File: config.mk
export PLATFORM = sky130hd
export DESIGN_NAME = gf_mat_vec_mul_acc
export DESIGN_NICKNAME = d
export VERILOG_FILES = /design/src/rtl/gf_mat_vec_mul_acc.sv
export SDC_FILE = /design/constraint.sdc
export NUM_CORES = 1
export LEC_CHECK = 0
export ABC_AREA = 1
export BUFFER_PORTS_ARGS = -buffer_cell sky130_fd_sc_hd__clkbuf_2
export CORE_AREA = 2 2 113 225
export DETAILED_ROUTE_END_ITERATION = 6
export DIE_AREA = 0 0 115 227
export GPL_ROUTABILITY_DRIVEN = 0
export GPL_TIMING_DRIVEN = 0
export MAX_ROUTING_LAYER = met4
export PLACE_DENSITY = 0.58
export SLEW_MARGIN = 15
export SYNTH_ARGS = -nofsm -noshare
export SYNTH_HDL_FRONTEND = slang
export SYNTH_SLANG_ARGS = --single-unit
File: constraint.sdc
create_clock -name i_clk -period 2.05 [get_ports i_clk]
set_input_delay 0.205 -clock i_clk [delete_from_list [all_inputs] [get_ports i_clk]]
set_output_delay 0.205 -clock i_clk [all_outputs]
set_load 0.05 [all_outputs]
File: src/rtl/gf_mat_vec_mul_acc.sv
// GF(2^8) matrix-vector multiplier with optional accumulate into an internal result array.
// M and x stream from external one-cycle-latency memories, with one word per cycle and no stalls.
module gf_mat_vec_mul_acc #(
  parameter int unsigned ROWS = 8,
  parameter int unsigned COLS = 8,
  parameter int unsigned N_GF = 2,
  parameter logic [7:0]  POLY = 8'h1B,
  localparam int unsigned W   = 8 * N_GF,
  localparam int unsigned WPR = COLS / N_GF,
  localparam int unsigned NW  = ROWS * WPR,
  localparam int unsigned MAW = (NW > 1) ? $clog2(NW) : 1,
  localparam int unsigned VAW = (WPR > 1) ? $clog2(WPR) : 1,
  localparam int unsigned RAW = (ROWS > 1) ? $clog2(ROWS) : 1
) (
  input  logic           i_clk,
  input  logic           i_rst,
  input  logic           i_start,
  input  logic           i_acc,
  input  logic           i_clear,
  output logic [MAW-1:0] o_mat_addr,
  output logic [VAW-1:0] o_vec_addr,
  input  logic [W-1:0]   i_mat,
  input  logic [W-1:0]   i_vec,
  input  logic [RAW-1:0] i_res_addr,
  output logic [7:0]     o_res,
  output logic           o_busy,
  output logic           o_done,
  output logic [1:0]     o_dbg_state
);

  typedef enum logic [1:0] {S_IDLE = 2'd0, S_ISSUE = 2'd1, S_DRAIN = 2'd2, S_DONE = 2'd3} state_t;

  state_t         state_q;
  logic [MAW-1:0] mat_addr_q;
  logic [VAW-1:0] vec_addr_q;
  logic [RAW-1:0] row_q;
  logic           acc_mode_q;
  logic           busy_q;
  logic           done_q;
  logic [7:0]     res_out_q;
  logic [7:0]     res_q [ROWS];

  // Tag travelling with the word whose data arrives one cycle after its address.
  logic           tag_vld_q;
  logic           tag_first_q;
  logic           tag_last_q;
  logic [RAW-1:0] tag_row_q;
  logic [7:0]     acc_q;

  logic [7:0]     prod_d;
  logic [7:0]     acc_d;
  logic [7:0]     wr_d;

  function automatic logic [7:0] gf_mul(input logic [7:0] a, input logic [7:0] b);
    logic [7:0] r;
    logic [7:0] t;
    r = 8'h00;
    t = a;
    for (int i = 0; i < 8; i++) begin
      if (b[i]) r = r ^ t;
      t = {t[6:0], 1'b0} ^ (t[7] ? POLY : 8'h00);
    end
    return r;
  endfunction

  always_comb begin
    prod_d = 8'h00;
    for (int j = 0; j < int'(N_GF); j++) begin
      prod_d = prod_d ^ gf_mul(i_mat[W-1-8*j -: 8], i_vec[W-1-8*j -: 8]);
    end
    acc_d = (tag_first_q ? 8'h00 : acc_q) ^ prod_d;
    wr_d  = acc_d ^ (acc_mode_q ? res_q[tag_row_q] : 8'h00);
  end

  always_ff @(posedge i_clk) begin
    if (i_rst) begin
      state_q     <= S_IDLE;
      mat_addr_q  <= '0;
      vec_addr_q  <= '0;
      row_q       <= '0;
      acc_mode_q  <= 1'b0;
      busy_q      <= 1'b0;
      done_q      <= 1'b0;
      res_out_q   <= 8'h00;
      tag_vld_q   <= 1'b0;
      tag_first_q <= 1'b0;
      tag_last_q  <= 1'b0;
      tag_row_q   <= '0;
      acc_q       <= 8'h00;
      for (int r = 0; r < int'(ROWS); r++) res_q[r] <= 8'h00;
    end else begin
      done_q    <= 1'b0;
      tag_vld_q <= 1'b0;
      res_out_q <= (32'(i_res_addr) < ROWS) ? res_q[i_res_addr] : 8'h00;

      if (tag_vld_q) begin
        acc_q <= acc_d;
        if (tag_last_q) res_q[tag_row_q] <= wr_d;
      end

      case (state_q)
        S_IDLE: begin
          if (i_clear) begin
            for (int r = 0; r < int'(ROWS); r++) res_q[r] <= 8'h00;
          end
          if (i_start) begin
            state_q    <= S_ISSUE;
            acc_mode_q <= i_acc;
            mat_addr_q <= '0;
            vec_addr_q <= '0;
            row_q      <= '0;
            busy_q     <= 1'b1;
          end
        end
        S_ISSUE: begin
          tag_vld_q   <= 1'b1;
          tag_row_q   <= row_q;
          tag_first_q <= (vec_addr_q == '0);
          tag_last_q  <= (vec_addr_q == VAW'(WPR - 1));
          // Addresses hold at the final word so they never wrap past NW-1.
          if (mat_addr_q == MAW'(NW - 1)) begin
            state_q <= S_DRAIN;
          end else begin
            mat_addr_q <= mat_addr_q + MAW'(1);
            if (vec_addr_q == VAW'(WPR - 1)) begin
              vec_addr_q <= '0;
              row_q      <= row_q + RAW'(1);
            end else begin
              vec_addr_q <= vec_addr_q + VAW'(1);
            end
          end
        end
        S_DRAIN: begin
          state_q <= S_DONE;
          done_q  <= 1'b1;
        end
        S_DONE: begin
          state_q <= S_IDLE;
          busy_q  <= 1'b0;
        end
        default: state_q <= S_IDLE;
      endcase
    end
  end

  assign o_mat_addr  = mat_addr_q;
  assign o_vec_addr  = vec_addr_q;
  assign o_res       = res_out_q;
  assign o_busy      = busy_q;
  assign o_done      = done_q;
  assign o_dbg_state = state_q;

endmodule

==> out/results.tsv <==
stage	metric	value	unit
run_status	status	finished clean	
logic_synthesis	post-synth cell types	44	
sta	crit share post-route	98.9	%
sta	PnR worst setup slack	23.3	ps
global_routing	first-pass GRT wire length	41.4	mm
floorplanning	Chip Height	227	um
drt	DR WL/cell	15.8	um
logic_synthesis	synth warn	0	
sta	final worst path period need	2030	ps
pwr	Power Density	938	nW/um^2
drt	via count	8683	
worst_setup_path	critical path required time	2120	ps
sta	relative slew slack	62.6	%
clock_network	Longest Clk Path Bufs	2	
clock_network	H-tree Lvls	3	
sta	final setup vio count	0	
finish	Layout Area Growth over Synthesis	18.6	%
placed_design	Buffers on Ports	45	
worst_setup_path	critical path class	flop to flop	
drt	routed vias/inst	5.08	
finish	# nets final	1465	
sta	RSZ-0062 raised after global routing	yes	
logic_synthesis	Cells after Synth	1341	
sta	clk_skew	12.4	ps
clock_network	CTS Hold Bufs	0	
worst_setup_path	crit start category	flop	
clock_network	# clock sinks	104	
logic_synthesis	syn nets	1391	
floorplanning	Ports	59	
worst_hold_path	hold crit path type	primary input to flop	
flow_run	total of max-cap violations	0	
sta	Worst Max-Slew Pin Slew	562	ps
logic_synthesis	Synth area leader	edfxtp_1	
drt	DRC	0	
drt	drt first-iter violations	448	
logic_synthesis	count leader, synth	nand2_1	
finish	final non-filler cell total	1710	
global_routing	initial antenna violation count	0	
sta	Slew Limit Fails	0	
pwr	Max VDD drop	477	uV
global_routing	GRT Total Usage	21.3	%
drt	WL final	27.0	mm
global_routing	vias in the first global route	8034	
clock_network	total CTS buffers	9	
sta	Hold Fails Final Rpt	0	
clock_network	Clock transition at path regs	70	ps
logic_synthesis	Synth top cells by count	443 x nand2_1, 159 x inv_1, 125 x nor2_1	
clock_network	clk root buf	clkbuf_16	
placed_design	placed cells	1676	
drt	DR pass1 iterations	5	
logic_synthesis	Avg Inst Size Synth	6.47	um^2
floorplanning	Core ar.	24300	um^2
pwr	Final Total Pwr	9.65	mW
pwr	Leak	4.99	nW
floorplanning	die area	26100	um^2
logic_synthesis	Mapped Area	8680	um^2
worst_setup_path	critical path endpoint category	flop	
clock_network	CTS tree	done	
logic_synthesis	ys flop type	edfxtp_1	
logic_synthesis	Seq/Total Area, Yosys	31.4	%
finish	# diodes	0	
sta	setup tns final	0	ps
logic_synthesis	flop and latch count out of synthesis	104	
worst_setup_path	CP arrival	2100	ps
logic_synthesis	asr flop ratio synth	0	%
logic_synthesis	Area contributors post-synth	edfxtp_1 22%, nand2_1 19%, dfxtp_1 9.2%, inv_1 6.9%, nand3_1 6.5%	
placed_design	Place WS	-641	ps
logic_synthesis	Yosys top cell area share	22.1	%
floorplanning	initial core utilization	35.7	%
worst_setup_path	worst-path fanout max	9	
drt	post-route ant nets	0	
sta	fmax	0.493	GHz
finish	layout cell share with drive strength beyond 1	21.8	%
clock_network	clock latency at the later pin of the worst-skew pair	370	ps
placed_design	DP HPWL	21.8	mm
logic_synthesis	Post-synth EDFFs	64	
global_routing	largest net degree at the start of global routing	19	
floorplanning	Die Wd	115	um
global_routing	GRT overflow	0	
floorplanning	Rows	81	
[area by class of cell]
class | instances | area, um^2
buffer | 46 | 263
clock buffer | 11 | 254
clock inverter | 5 | 45.0
fill | 2609 | 14000
inverter | 172 | 666
multi-input combinational | 1018 | 5570
sequential | 104 | 2740
tap | 290 | 363
timing repair buffer | 64 | 393
[critical path: stages (launching register included)]
cell	delay, ps
dfxtp_4	370
inv_1	80
ha_1	290
a21oi_4	220
nand3_2	160
nor2_4	230
nand2_2	200
nand2_4	170
[worst paths after layout]
check / from / endpoint / slack (ps) / cells after the start
min: i_acc / acc_mode_q / 80 / 3
min reg2reg: tag_last_q / tag_last_q / 490 / 2
max: o_dbg_state[0] / res_q[6][5] / 20 / 7
max reg2reg: o_dbg_state[0] / res_q[6][5] / 20 / 7
[layer usage]
metal / up-vias / part of all wire (%) / global-route usage (%)
li1: 4425 / - / -
met5: - / 0 / -
met3: 77 / 2.2 / 1.81
met4: 0 / 6.1 / 12.4
met2: 210 / 58 / 42.9
met1: 3971 / 33 / 18.2
[kinds of logic (layout without fill, tap and decap cells)]
logic type,count (synthesis),count (layout),share of synthesized area [%]
AOI/OAI and AO/OA,184,184,11.9
xor gates and xnor gates,54,54,5.88
adders and majority gates,10,10,1.44
buffers and inverters,219,298,10.2
DFF,104,104,31.4
and+or+nand+nor,770,770,39.1
[sequential cells by signal (all words and copies together), names as in the netlist, 2 cells and up, named ones only]
name	count
acc_q	8
o_dbg_state	2
o_mat_addr	5
o_res	8
o_vec_addr	2
res_q	64
row_q	3
tag_row_q	3
[placed cells by master (no fill, tap or decap), drive strengths merged, types with 2 or more instances in the layout]
master,synthesis,final
dfxtp,40,40
nand3b,9,9
nand4,2,2
nor2,131,131
clkbuf,26,77
ha,10,10
and2,2,2
nand2,496,496
o211ai,30,30
a31oi,8,8
buf,21,44
o21ai,77,77
inv,172,175
xor2,24,24
a21oi,59,59
o21bai,2,2
nor3,5,5
a211oi,3,3
edfxtp,64,64
xnor2,30,30
nand3,123,123
[power by group]
| group | leakage [nW] | switching (mW) | total, mW | internal (mW) |
|---|---|---|---|---|
| combinational | 3.82 | 3.40 | 4.88 | 1.47 |
| clock | 0.145 | 0.834 | 1.75 | 0.919 |
| sequential | 1.02 | 0.321 | 3.02 | 2.70 |
| total | 4.99 | 4.56 | 9.65 | 5.09 |
[repair_timing]
| action | 4_1_cts | 5_1_grt |
|---|---|---|
| buffers inserted | 1 | 14 |
| resized for setup | 34 | 131 |
| cloned | 0 | 4 |
| setup endpoints to repair | 128 | 137 |
| endpoints found under the hold margin | 0 | 0 |
| pin swaps | 3 | 53 |
[stage by stage]
step                utilization [%]  cell area [um^2]  hold slack [ps]
finish                         42.3             10300             81.2
global route                   42.3             10300             78.9
CTS                            39.9              9710             71.8
detailed placement             38.3              9310              459
global placement               38.3              9310              454
floorplan                         -              8720              357
Power figures use the tool's default switching activity.
